--- src/rtl/crg_pkg.sv ---
// Shared types and widths for the AES counter-mode feeder.
package crg_pkg;

   localparam int NONCE_W = 96;
   localparam int CTR_W   = 32;

   typedef logic [127:0] aes_block_t;

   typedef enum logic [1:0] {
      IDLE  = 2'd0,
      RUN   = 2'd1,
      DRAIN = 2'd2
   } feeder_state_t;

endpackage

--- src/rtl/up_down_sat_cnt.sv ---
// Saturating up/down counter bounded to 0..MAX. Simultaneous inc and dec hold the count;
// a blocked step raises a one-cycle overflow/underflow flag.
module up_down_sat_cnt #(
   parameter int MAX     = 16,
   parameter int RST_VAL = 0,
   parameter int W       = $clog2(MAX + 1)
) (
   input  logic         CLK,
   input  logic         RSTn,
   input  logic         i_inc,
   input  logic         i_dec,
   output logic [W-1:0] o_cnt,
   output logic [W-1:0] o_nxt,
   output logic         o_ovf,
   output logic         o_unf
);

   logic [W-1:0] r_cnt;
   logic [W-1:0] w_nxt;

   always_comb begin
      w_nxt = r_cnt;
      o_ovf = 1'b0;
      o_unf = 1'b0;
      if (i_inc && !i_dec) begin
         if (r_cnt == W'(MAX)) o_ovf = 1'b1;
         else                  w_nxt = r_cnt + 1'b1;
      end else if (i_dec && !i_inc) begin
         if (r_cnt == '0) o_unf = 1'b1;
         else             w_nxt = r_cnt - 1'b1;
      end
   end

   always_ff @(posedge CLK or negedge RSTn) begin
      if (!RSTn) r_cnt <= W'(RST_VAL);
      else       r_cnt <= w_nxt;
   end

   assign o_cnt = r_cnt;
   assign o_nxt = w_nxt;

endmodule

--- src/rtl/aes_ctr_feeder.sv ---
// Counter-mode block feeder for the pipelined AES core: issues {nonce, ctr} blocks under
// a credit limit and tracks returned blocks so it knows when a job has drained.
module aes_ctr_feeder
   import crg_pkg::*;
#(
   parameter int CREDITS = 16,
   parameter int LEN_W   = 32
) (
   input  logic               CLK,
   input  logic               RSTn,
   input  logic               start,
   input  logic [NONCE_W-1:0] nonce,
   input  logic [CTR_W-1:0]   ctr_init,
   input  logic [LEN_W-1:0]   n_blocks,
   input  logic               abort,
   input  logic               dvld_in,
   input  logic               credit_ret,
   output logic               drdy,
   output aes_block_t         din,
   output logic               busy,
   output logic               done,
   output logic               err
);

   localparam int CNT_W = $clog2(CREDITS + 1);

   feeder_state_t      r_state, w_state_nxt;
   logic [NONCE_W-1:0] r_nonce, w_nonce_eff;
   logic [CTR_W-1:0]   r_ctr, w_ctr_eff;
   logic [LEN_W-1:0]   r_rem, w_rem_eff, w_rem_nxt;
   logic               w_accept, w_issue, w_done;
   logic [CNT_W-1:0]   w_credit, w_credit_nxt, w_inflight, w_inflight_nxt;
   logic               w_credit_ovf, w_credit_unf, w_infl_ovf, w_infl_unf;
   logic               w_unused;

   // The first block goes out on the accepting edge, so job parameters bypass the registers.
   always_comb begin
      w_accept    = (r_state == IDLE) && start;
      w_nonce_eff = w_accept ? nonce    : r_nonce;
      w_ctr_eff   = w_accept ? ctr_init : r_ctr;
      w_rem_eff   = w_accept ? n_blocks : r_rem;
      w_issue     = (w_accept || ((r_state == RUN) && !abort)) &&
                    (w_rem_eff != '0) && (w_credit != '0);
      w_rem_nxt   = w_issue ? (w_rem_eff - 1'b1) : w_rem_eff;
      w_done      = (r_state == DRAIN) && (w_inflight_nxt == '0);
      w_state_nxt = r_state;
      case (r_state)
         IDLE:    if (start) w_state_nxt = (w_rem_nxt == '0) ? DRAIN : RUN;
         RUN:     if (abort || (w_rem_nxt == '0)) w_state_nxt = DRAIN;
         DRAIN:   if (w_done) w_state_nxt = IDLE;
         default: w_state_nxt = IDLE;
      endcase
   end

   always_ff @(posedge CLK or negedge RSTn) begin
      if (!RSTn) begin
         r_state <= IDLE;
         r_nonce <= '0;
         r_ctr   <= '0;
         r_rem   <= '0;
         drdy    <= 1'b0;
         din     <= '0;
         busy    <= 1'b0;
         done    <= 1'b0;
         err     <= 1'b0;
      end else begin
         r_state <= w_state_nxt;
         r_nonce <= w_nonce_eff;
         r_ctr   <= w_issue ? (w_ctr_eff + 1'b1) : w_ctr_eff;
         r_rem   <= w_rem_nxt;
         drdy    <= w_issue;
         if (w_issue) din <= {w_nonce_eff, w_ctr_eff};
         busy    <= (w_state_nxt != IDLE);
         done    <= w_done;
         if (w_credit_ovf || w_infl_unf) err <= 1'b1;
      end
   end

   up_down_sat_cnt #(.MAX(CREDITS), .RST_VAL(CREDITS), .W(CNT_W)) u_credit_cnt (
      .CLK   (CLK),
      .RSTn  (RSTn),
      .i_inc (credit_ret),
      .i_dec (w_issue),
      .o_cnt (w_credit),
      .o_nxt (w_credit_nxt),
      .o_ovf (w_credit_ovf),
      .o_unf (w_credit_unf)
   );

   up_down_sat_cnt #(.MAX(CREDITS), .RST_VAL(0), .W(CNT_W)) u_inflight_cnt (
      .CLK   (CLK),
      .RSTn  (RSTn),
      .i_inc (w_issue),
      .i_dec (dvld_in),
      .o_cnt (w_inflight),
      .o_nxt (w_inflight_nxt),
      .o_ovf (w_infl_ovf),
      .o_unf (w_infl_unf)
   );

   // Issue is gated by credit, so credit underflow and in-flight overflow cannot occur.
   assign w_unused = &{1'b0, w_credit_nxt, w_credit_unf, w_inflight, w_infl_ovf};

endmodule
--- config.mk ---
export PLATFORM = sky130hd
export DESIGN_NAME = aes_ctr_feeder
export DESIGN_NICKNAME = d
export VERILOG_FILES = /design/src/rtl/crg_pkg.sv /design/src/rtl/up_down_sat_cnt.sv /design/src/rtl/aes_ctr_feeder.sv
export SDC_FILE = /design/constraint.sdc
export NUM_CORES = 1
export LEC_CHECK = 0
export BUFFER_PORTS_ARGS = -buffer_cell sky130_fd_sc_hd__clkbuf_2
export CAP_MARGIN = 5
export CORE_MARGIN = 2
export CORE_UTILIZATION = 35
export CTS_CLUSTER_DIAMETER = 40
export CTS_CLUSTER_SIZE = 8
export DETAILED_ROUTE_END_ITERATION = 8
export GPL_TIMING_DRIVEN = 0
export PLACE_DENSITY = 0.66
export SYNTH_ARGS = -nofsm -noshare
export SYNTH_HDL_FRONTEND = slang
export SYNTH_SLANG_ARGS = --single-unit
--- constraint.sdc ---
create_clock -name CLK -period 7.35 [get_ports CLK]
set_input_delay 0 -clock CLK [delete_from_list [all_inputs] [get_ports CLK]]
set_output_delay 0 -clock CLK [all_outputs]
set_load 0.02 [all_outputs]
==> metrics.md, run 1 <==
| Metric | Value |
|---|---|
| Post-synth net total | `1619` |
| Critical Path End Type | `flip-flop` |
| Core box area | `0.03955 sq mm` |
| Internal power | `5.460 mW` |
| Clock Tree Buf Depth | `3` |
| Register area share after synthesis | `0.5459` |
| Initial antenna violation count | `6` |
| Run status | `finished clean` |
| Hold WC Path Type | `primary input to async pin` |
| Die ar. | `0.04143 sq mm` |
| Synth Register Bits | `304` |
| Routed vias | `12920` |
| I/O Pins | `298` |
| Fraction of power spent switching nets | `0.4010` |
| DR vias/cell | `5.100` |
| RSZ-0062 raised after global routing | `false` |
| Clk_skew | `0.02723 ns` |
| Skew-Pair Late Insertion Delay | `0.60 ns` |
| Min cycle time layout | `5.084 ns` |
| Clock Power Share | `0.268` |
| R2r setup slk | `2.27 ns` |
| Worst slew pin tran | `0.8996 ns` |
| Maxcap violations | `0` |
| Placer congestion estimate | `0.9219` |
| Met2 wire length | `21190 um` |
| Met3 WL | `2899 um` |
| Setup CP Type | `flip-flop to flip-flop` |
| Top-count cell post-synth | `nand2_1` |
| Layout cells sized above 1 | `0.2115` |
| Final max-slew violation count | `0` |
| Share of Yosys cell area claimed by the top area cell type | `0.5440` |
| Combinational share of power | `0.403` |
| Hold Buf Count CTS | `180` |
| Port Buf Inserts | `297` |
| Arrival @ worst endpoint | `5.54 ns` |
| Antenna Nets Post-Route | `0` |
| DIE WIDTH | `203.6 um` |
| Final net count | `2152` |
| Max frequency | `196.7 MHz` |
| Detailed placement HPWL | `31570 um` |
| Initial DRC count | `739` |
| Final setup margin | `2.266 ns` |
| Max VDD drop | `0.2186 mV` |
| YS warnings | `0` |
| Final setup fails | `0` |
| Overall routing resource usage | `0.2183` |
| Post-CTS Resized | `0` |
| DRC Markers | `0` |
| Synth top area cells | `dfrtp_1 54%, nand2_1 9.9%, a31oi_1 4.9%, mux2i_1 4.9%, nor2_1 4.1%` |
| 1st-pass router iterations | `6` |
| Post-synth EDFFs | `0` |
| CP max FO | `10` |
| Routed len/inst | `17.92 um` |
| Area after DPL | `0.01614 sq mm` |
| H-tree Lvls | `2` |
| Post-synthesis async set-or-reset flop share | `1.000` |
| Tot Pwr | `9.114 mW` |
| Synthesis-to-layout area growth | `41.45%` |
| Global route overflow | `0` |
| Post-CTS setup buffer count | `0` |
| CTS tree | `done` |
| Clk slew on worst S/H paths | `0.05 ns` |
| Leak Pwr | `9.254 nW` |
| Root Driver | `clkbuf_16` |
| Syn_area_per_cell | `9.645 sq um` |
| Clock sink total | `304` |
| Post-synthesis instance total | `1445` |
| Primary FF master, synth | `dfrtp_1` |
| Cell area power density | `462.3 mW/mm^2` |
| Die Ht | `203.6 um` |
| Worst Setup Start Kind | `flip-flop` |
| Final instance area | `0.01971 sq mm` |
| CP required | `7.81 ns` |
| Flop pwr share | `0.329` |
| Starting Density | `0.3524` |
| Vias in the first global route | `13050` |
| Site Rows | `73` |
| Pin count of the biggest net entering global routing | `112` |
| Final WL | `45420 um` |
| Cell variety after synth | `77` |
| Netlist Area Pre-Place | `0.01394 sq mm` |
| Period utilization | `0.6917` |
| Dpl ws | `2.354 ns` |
| Final Hold Vio Count | `0` |
| Switching power | `3.655 mW` |
| Worst slew margin | `0.4003` |
| Cell accounting for the most synthesized area | `dfrtp_1` |
| Top Layer Used | `met5` |
| First-pass GRT wire length | `70690 um` |
| Commonest cells post-synth | `369 x nand2_1, 303 x dfrtp_1, 154 x nor2_1, 109 x a31oi_1, 68 x mux2i_1` |
| CTS buffer count | `52` |
| Wl on met1 | `19570 um` |
## final timing paths
| kind | start | endpoint | cells after the start |
|---|---|---|---|
| worst max-delay path | r_state[1] | r_ctr[26] | 17 |
| worst min-delay path | RSTn | busy | 2 |
| worst max register to register | r_state[1] | r_ctr[26] | 17 |
| worst min register to register | r_nonce[7] | r_nonce[7] | 2 |
| max in group asynchronous | RSTn | din[86] | 4 |
| min in group CLK | nonce[9] | r_nonce[9] | 4 |
## routing by layer
| metal | track usage | vias to the layer above |
|---|---|---|
| met3 | 0.05145 | 133 |
| met4 | 0.09150 | 4 |
| li1 | - | 6066 |
| met1 | 0.2845 | 6227 |
| met2 | 0.3490 | 494 |
| met5 | 0 | - |
## sequential cells by signal (all words and copies together), names as in the netlist
signal,count
din,128
r_nonce,96
r_ctr,32
r_rem,32
u_credit_cnt.o_cnt,5
u_inflight_cnt.o_cnt,5
r_state,2
busy,1
done,1
drdy,1
err,1
## layout by cell type (no fill, tap or decap), drive strengths merged, types with 30 or more instances in the layout
cell type    instances
nor3                41
nand2              369
buf                 31
mux2i               68
dlygate4sd3        180
nor2               155
dfrtp              303
clkbuf             407
xnor2               46
nand3               30
o21ai               37
a31oi              109
## worst max-delay path: stages (launching register included)
cell and delay [ns]:
dfrtp_1 0.44, or3b_1 0.48, buf_6 0.20, buf_6 0.16, buf_6 0.16, buf_4 0.21
buf_4 0.23, mux2i_1 0.20, ha_1 0.27, inv_1 0.12, a21oi_2 0.10, a2111oi_2 0.75
and3_1 0.30, and2b_1 0.27, nand2_1 0.17, nor3_1 0.20, xnor2_1 0.09, dlygate4sd3_1 0.56
## cell families (layout without fill, tap and decap cells)
kind of cell             after synthesis  after routing  synth area share
buffers and inverters                 90            650           0.02990
XOR/XNOR                              69             69           0.04336
other                                  0              4                 0
AND/OR/NAND/NOR                      682            682            0.2152
adder cells (fa/ha/maj)                8              8          0.007720
multiplexers                          76             76           0.05557
AO/OA/AOI/OAI                        216            216            0.1023
flip-flops                           304            304            0.5459
## power groups by stage
stage,Sequential (mW),Clock [mW],Combinational [mW]
finish,3.00,2.44,3.67
global route,3.09,2.57,4.06
floorplan,3.36,0,1.92
global placement,2.98,0,3.45
detailed placement,3.01,0,3.53
CTS,2.99,2.48,3.67
## per-stage QoR
stage	utilization	cells	hold WS (ns)	setup TNS, ns
final	0.4985	2534	0.01751	0
after global routing	0.4984	2533	0.06962	0
after CTS	0.4982	2530	0.03388	0
after detailed placement	0.4082	2269	0.1081	0
after global placement	0.4066	2267	0.2143	-114.13
after floorplan	-	1445	-0.2956	0
## final cells by class
| class | count | area (sq um) |
|---|---|---|
| well taps | 525 | 656.9 |
| diodes | 4 | 10.01 |
| inverters | 15 | 58.81 |
| clock inverters | 17 | 351.6 |
| multi-input cells | 1051 | 5912 |
| flip-flops and latches | 304 | 7609 |
| plain buffers | 75 | 357.8 |
| repair buffers | 479 | 3352 |
| clock buffers | 64 | 1406 |
| fillers | 3576 | 19840 |
Note: power is estimated with default switching activity, not from simulation.
==> run 2, diff against run 1 <==
--- a/config.mk
+++ b/config.mk
@@ -13,7 +13,7 @@
 export CTS_CLUSTER_SIZE = 8
 export DETAILED_ROUTE_END_ITERATION = 8
 export GPL_TIMING_DRIVEN = 0
-export PLACE_DENSITY = 0.66
+export PLACE_DENSITY = 0.68
 export SYNTH_ARGS = -nofsm -noshare
 export SYNTH_HDL_FRONTEND = slang
 export SYNTH_SLANG_ARGS = --single-unit
==> constraint.sdc (replaced) <==
create_clock -name CLK -period 4.1 [get_ports CLK]
set_input_delay 0 -clock CLK [delete_from_list [all_inputs] [get_ports CLK]]
set_output_delay 0 -clock CLK [all_outputs]
set_load 0.02 [all_outputs]
==> metrics.md, run 2 (synthesis results as in run 1) <==
| Metric | Value |
|---|---|
| Run status | `finished clean` |
| Worst Setup Start Kind | `flip-flop` |
| Final Non-Filler Cells | `2544 (+0.39%)` |
| Area after DPL | `0.01618 sq mm (+0.22%)` |
| First-pass GRT wire length | `71670 um (+1.4%)` |
| Largest regs | `din: 128 flops, r_nonce: 96 flops` |
| Clock sink total | `304 (unchanged)` |
| Max reg flops | `128 (unchanged)` |
| Overall routing resource usage | `0.2219 (+0.003609)` |
| CP required | `4.61 ns (-3.20 ns)` |
| H-tree Lvls | `2 (unchanged)` |
| Worst slew margin | `0.5071 (+0.1068)` |
| CTS buffer count | `54 (+3.8%)` |
| Final setup fails | `0 (unchanged)` |
| Clk_skew | `0.01121 ns (-0.01603 ns)` |
| Starting Density | `0.3524 (unchanged)` |
| Setup CP Type | `flip-flop to flip-flop` |
| Final net count | `2161 (+0.42%)` |
| Layout cells sized above 1 | `0.2304 (+0.01895)` |
| Core box area | `0.03955 sq mm (unchanged)` |
| Hold Slack | `0.1824 ns (+0.1649 ns)` |
| Worst slew pin tran | `0.7326 ns (-0.1670 ns)` |
| Largest reg by FF count | `din` |
| Max frequency | `250.8 MHz (+28%)` |
| CP max FO | `10 (unchanged)` |
| Initial DRC count | `768 (+3.9%)` |
| DIE WIDTH | `203.6 um (unchanged)` |
| Max VDD drop | `0.3805 mV (+74%)` |
| Site Rows | `73 (unchanged)` |
| Leak Pwr | `9.288 nW (+0.38%)` |
| Internal power | `9.482 mW (+74%)` |
| Flop pwr share | `0.334 (+0.005)` |
| Period utilization | `0.9725 (+0.2808)` |
| Switching power | `6.615 mW (+81%)` |
| Vias in the first global route | `13110 (+0.45%)` |
| Routed len/inst | `18.03 um (+0.58%)` |
| Synthesis-to-layout area growth | `42.01%` |
| Clock Tree Buf Depth | `3 (unchanged)` |
| Utilization after layout | `0.5005 (+0.001993)` |
| Critical Path End Type | `flip-flop` |
| RSZ-0062 raised after global routing | `false` |
| Final max-slew violation count | `0 (unchanged)` |
| DRC Markers | `0 (unchanged)` |
| Pin count of the biggest net entering global routing | `112 (unchanged)` |
| Clk slew on worst S/H paths | `0.05 ns (about the same)` |
| Maxcap violations | `0 (unchanged)` |
| Global route overflow | `0 (unchanged)` |
| 1st-pass router iterations | `5 (-1)` |
| I/O Pins | `298 (unchanged)` |
| Initial antenna violation count | `1 (-5)` |
| Skew-Pair Late Insertion Delay | `0.58 ns (-0.02 ns)` |
| Inst Count DP | `2270 (+0.044%)` |
| DR vias/cell | `5.109 (+0.18%)` |
| Root Driver | `clkbuf_16` |
| CTS tree | `done` |
| Die ar. | `0.04143 sq mm (unchanged)` |
| Antenna Nets Post-Route | `0 (unchanged)` |
| Min cycle time layout | `3.987 ns (-1.097 ns)` |
| Cell area power density | `813.3 mW/mm^2 (+76%)` |
| Clock Power Share | `0.248 (-0.020)` |
| Commonest cells after routing, fill and taps aside | `368 x nand2_1, 301 x clkbuf_2, 301 x dfrtp_1` |
| Die Ht | `203.6 um (unchanged)` |
| Hold WC Path Type | `primary input to flip-flop` |
| Final WL | `45860 um (+0.98%)` |
| Commonest non-fill, non-tap cell in the layout | `nand2_1` |
| Combinational share of power | `0.418 (+0.015)` |
| Placer congestion estimate | `0.9201 (-0.20%)` |
| Routed vias | `13000 (+0.57%)` |
| Final Hold Vio Count | `0 (unchanged)` |
| Fraction of power spent switching nets | `0.4110 (+0.009968)` |
| Detailed placement HPWL | `31940 um (+1.2%)` |
| Arrival @ worst endpoint | `4.49 ns (-1.05 ns)` |
| Port Buf Inserts | `297 (unchanged)` |
| Final instance area | `0.01979 sq mm (+0.40%)` |
## run 2: cell type report
class	count	area, sq um
repair buffers	489	3447
diodes	1	2.502
inverters	15	58.81
clock buffers	70	1501
fillers	3599	19760
clock inverters	17	117.6
plain buffers	72	371.6
multi-input cells	1051	6026
flip-flops and latches	304	7611
well taps	525	656.9
## run 2: metal layers
layer / global-route usage / part of all wire / up-vias
li1: - / - / 6096
met1: 0.2908 / 0.43 / 6263
met2: 0.3576 / 0.47 / 518
met3: 0.03963 / 0.060 / 121
met4: 0.1032 / 0.040 / 0
met5: 0 / 0 / -
## run 2: what timing repair did
action / CTS / global route
endpoints found under the setup margin: 168 / 19
pin swaps: 7 / 3
hold buffers: 173 / 0
cloned: 0 / 0
endpoints found under the hold margin: 406 / 0
buffers inserted: 11 / 5
resized for setup: 32 / 7
## run 2: path summary, 6_finish.rpt
check / from / cells after the start / endpoint / slack [ns]
worst max-delay path: r_state[1] / 15 / r_state[1] / 0.11
min in group asynchronous: RSTn / 3 / u_credit_cnt.o_cnt[4] / 0.51
worst min-delay path: nonce[56] / 4 / r_nonce[56] / 0.18
max in group asynchronous: RSTn / 5 / r_nonce[47] / 2.65
worst min register to register: r_nonce[77] / 2 / r_nonce[77] / 0.47
worst max register to register: r_state[1] / 15 / r_state[1] / 0.11
## run 2: through the flow
stage | power (mW) | TNS (ns) | worst slack, ns
after CTS | 16.14 | 0 | 0.005820
after floorplan | 9.468 | 0 | 0.04904
after global placement | 11.55 | -1156.83 | -3.618
after global routing | 17.19 | 0 | 0.02186
final | 16.10 | 0 | 0.1127
after detailed placement | 11.75 | -76.39 | -0.9030
## run 2: worst max-delay path, stage by stage (launching register included)
cell and delay, ns:
dfrtp_2 0.41, or3b_4 0.48, buf_6 0.19, buf_8 0.17, buf_8 0.17, mux2i_4 0.21
ha_4 0.18, inv_2 0.08, a21oi_4 0.05, buf_4 0.16, a2111o_1 0.38, xor2_1 0.17
or4_4 0.54, nor4b_4 0.33, a31o_1 0.20, a311o_1 0.17
## run 2: power groups by stage
stage / clock network (mW) / registers [mW] / logic, mW
detailed placement: 0 / 5.39 / 6.36
global placement: 0 / 5.34 / 6.21
finish: 3.99 / 5.38 / 6.73
floorplan: 0 / 6.02 / 3.45
global route: 4.24 / 5.55 / 7.39
CTS: 4.09 / 5.36 / 6.69
==> run 3, diff against run 2 <==
--- a/config.mk
+++ b/config.mk
@@ -9,11 +9,11 @@
 export CAP_MARGIN = 5
 export CORE_MARGIN = 2
 export CORE_UTILIZATION = 35
-export CTS_CLUSTER_DIAMETER = 40
+export CTS_CLUSTER_DIAMETER = 80
 export CTS_CLUSTER_SIZE = 8
 export DETAILED_ROUTE_END_ITERATION = 8
 export GPL_TIMING_DRIVEN = 0
-export PLACE_DENSITY = 0.68
+export PLACE_DENSITY = 0.66
 export SYNTH_ARGS = -nofsm -noshare
 export SYNTH_HDL_FRONTEND = slang
 export SYNTH_SLANG_ARGS = --single-unit
==> constraint.sdc (replaced) <==
create_clock -name CLK -period 4.6 [get_ports CLK]
set_input_delay 0 -clock CLK [delete_from_list [all_inputs] [get_ports CLK]]
set_output_delay 0 -clock CLK [all_outputs]
set_load 0.02 [all_outputs]
==> metrics.md, run 3 (synthesis results as in run 1) <==
| Metric | Value |
|---|---|
| Run status | `finished clean` |
| Pin count of the biggest net entering global routing | `112 (unchanged)` |
| CP max FO | `10 (unchanged)` |
| Dpl ws | `-0.3958 ns (+0.5072 ns)` |
| Worst slew pin tran | `0.9450 ns (+0.2124 ns)` |
| CP required | `5.09 ns (+0.48 ns)` |
| Routed len/inst | `18.18 um (+0.84%)` |
| Arrival @ worst endpoint | `5.03 ns (+0.54 ns)` |
| Commonest non-fill, non-tap cell in the layout | `nand2_1` |
| Final net count | `2138 (-1.1%)` |
| Core box area | `0.03955 sq mm (unchanged)` |
| H-tree Lvls | `2 (unchanged)` |
| Setup CP Type | `flip-flop to flip-flop` |
| CTS buffer count | `44 (-19%)` |
| Starting Density | `0.3524 (unchanged)` |
| Clk slew on worst S/H paths | `0.05 ns (about the same)` |
| Clock sink total | `304 (unchanged)` |
| Die Ht | `203.6 um (unchanged)` |
| DRC Markers | `0 (unchanged)` |
| Min cycle time layout | `4.541 ns (+0.5535 ns)` |
| Maxcap violations | `0 (unchanged)` |
| Clock Tree Buf Depth | `3 (unchanged)` |
| Site Rows | `73 (unchanged)` |
| Max VDD drop | `0.3016 mV (-21%)` |
| Root Driver | `clkbuf_16` |
| Commonest cells after routing, fill and taps aside | `368 x nand2_1, 302 x clkbuf_2, 301 x dfrtp_1` |
| Detailed placement HPWL | `31570 um (-1.2%)` |
| Layout cells sized above 1 | `0.2119 (-0.01857)` |
| Port Buf Inserts | `297 (unchanged)` |
| Clk_skew | `0.02483 ns (+0.01362 ns)` |
| Overall routing resource usage | `0.2180 (-0.003896)` |
| Final setup fails | `0 (unchanged)` |
| Antenna Nets Post-Route | `0 (unchanged)` |
| FF/Latch Area | `0.007611 sq mm (unchanged)` |
| Critical Path End Type | `flip-flop` |
| Fill cells | `3642 (+1.2%)` |
| Max frequency | `220.2 MHz (-12%)` |
| DIE WIDTH | `203.6 um (unchanged)` |
| Worst slew margin | `0.3700 (-0.1371)` |
| Worst Setup SP | `r_state[1]` |
| Largest reg by FF count | `din` |
| Final WL | `45470 um (-0.87%)` |
| Period utilization | `0.9871 (+0.01462)` |
| Global route overflow | `0 (unchanged)` |
| Initial antenna violation count | `5 (+4)` |
| 1st-pass router iterations | `8 (+3)` |
| Hold WC Path Type | `primary input to async pin` |
| Routed vias | `12870 (-0.98%)` |
| Final Non-Filler Cells | `2501 (-1.7%)` |
| First-pass GRT wire length | `70560 um (-1.6%)` |
| Final Hold Vio Count | `0 (unchanged)` |
| Initial DRC count | `799 (+4.0%)` |
| I/O Pins | `298 (unchanged)` |
| Inst Count DP | `2269 (-0.044%)` |
| CTS tree | `done` |
| Footprint of the multi-input gates | `0.005991 sq mm (-0.58%)` |
| Vias in the first global route | `13040 (-0.55%)` |
| Synthesis-to-layout area growth | `37.67%` |
| Worst r2r src | `r_state[1]` |
| Placer congestion estimate | `0.9219 (+0.20%)` |
| Skew-Pair Late Insertion Delay | `0.58 ns (about the same)` |
| Cell area power density | `707.2 mW/mm^2 (-13%)` |
| Largest regs | `din: 128 flops, r_nonce: 96 flops` |
| Leak Pwr | `8.975 nW (-3.4%)` |
| Die ar. | `0.04143 sq mm (unchanged)` |
| RSZ-0062 raised after global routing | `true` |
| Max reg flops | `128 (unchanged)` |
| DR vias/cell | `5.146 (+0.73%)` |
| Final max-slew violation count | `0 (unchanged)` |
| Worst Setup Start Kind | `flip-flop` |
| Final setup margin | `0.05923 ns (-0.05350 ns)` |
run 3: cell types whose count changed in the layout (fill, tap and decap cells not counted), moves of 3 or more:
cell and delta:
buf_4 -12, clkbuf_16 -10, clkbuf_8 -9, clkinv_2 -9
clkinvlp_4 -4, buf_6 +3, buf_8 -3
run 3: layout make-up:
type                    instances  area share
diodes                          3   0.0003913
plain buffers                  75     0.01956
clock buffers                  51     0.05875
clock inverters                 4    0.003913
inverters                      15    0.003065
multi-input cells            1051      0.3122
flip-flops and latches        304      0.3967
well taps                     525     0.03424
repair buffers                473      0.1712
run 3: timing repair:
item | CTS | global route
endpoints found under the setup margin | 86 | 118
resized for setup | 13 | 20
setup buffers | 3 | 0
pin swaps | 0 | 1
hold endpoints to repair | 386 | 0
hold buffers | 171 | 0
run 3: power by group:
| part | switching (mW) | internal, mW | total (mW) |
|---|---|---|---|
| clock | 1.20 | 1.72 | 2.92 |
| combinational | 3.77 | 2.07 | 5.85 |
| sequential | 0.760 | 4.04 | 4.80 |
| total | 5.74 | 7.83 | 13.6 |
run 3: metal layers:
| layer | part of all wire | GRT usage | wire, um | vias up |
|---|---|---|---|---|
| met3 | 0.058 | 0.04746 | 2623 | 138 |
| met5 | 0.00051 | 0 | 23 | - |
| met4 | 0.045 | 0.1025 | 2061 | 4 |
| met1 | 0.44 | 0.2883 | 19950 | 6237 |
| li1 | - | - | - | 6024 |
| met2 | 0.46 | 0.3415 | 20810 | 468 |
run 3: per-stage QoR:
| step | util | cell area, sq um | power, mW | hold slack, ns | setup TNS, ns |
|---|---|---|---|---|---|
| 6_report | 0.4851 | 19190 | 13.57 | 0.05236 | 0 |
| 3_5_place_dp | 0.4082 | 16140 | 10.45 | 0.1081 | -10.76 |
| 3_3_place_gp | 0.4066 | 16080 | 10.29 | 0.2143 | -955.03 |
| 5_1_grt | 0.4851 | 19180 | 14.53 | 0.1059 | -0.09750 |
| 4_1_cts | 0.4838 | 19130 | 13.61 | 0.06291 | 0 |
| 2_1_floorplan | - | 13940 | 8.437 | -0.2956 | 0 |
run 3: final timing paths:
path,depth (start not counted),slack (ns),end
setup reg to reg,17,0.06,r_state[1]
setup / recovery,17,0.06,r_state[1]
hold reg to reg,2,0.46,r_nonce[90]
min in group CLK,4,0.18,r_nonce[10]
hold / removal,2,0.05,busy
max in group asynchronous,4,3.00,din[127]
run 3: worst max-delay path: stages, from the launching register on:
cell	delay (ns)
dfrtp_2	0.46
or3b_4	0.45
buf_6	0.17
buf_6	0.16
buf_6	0.16
buf_4	0.21
buf_6	0.20
mux2i_4	0.21
ha_2	0.25
inv_1	0.10
a211o_1	0.36
buf_2	0.23
or4_1	0.53
a22oi_1	0.21
nand4b_1	0.13
nor4_2	0.26
and4_1	0.26
a311o_1	0.11
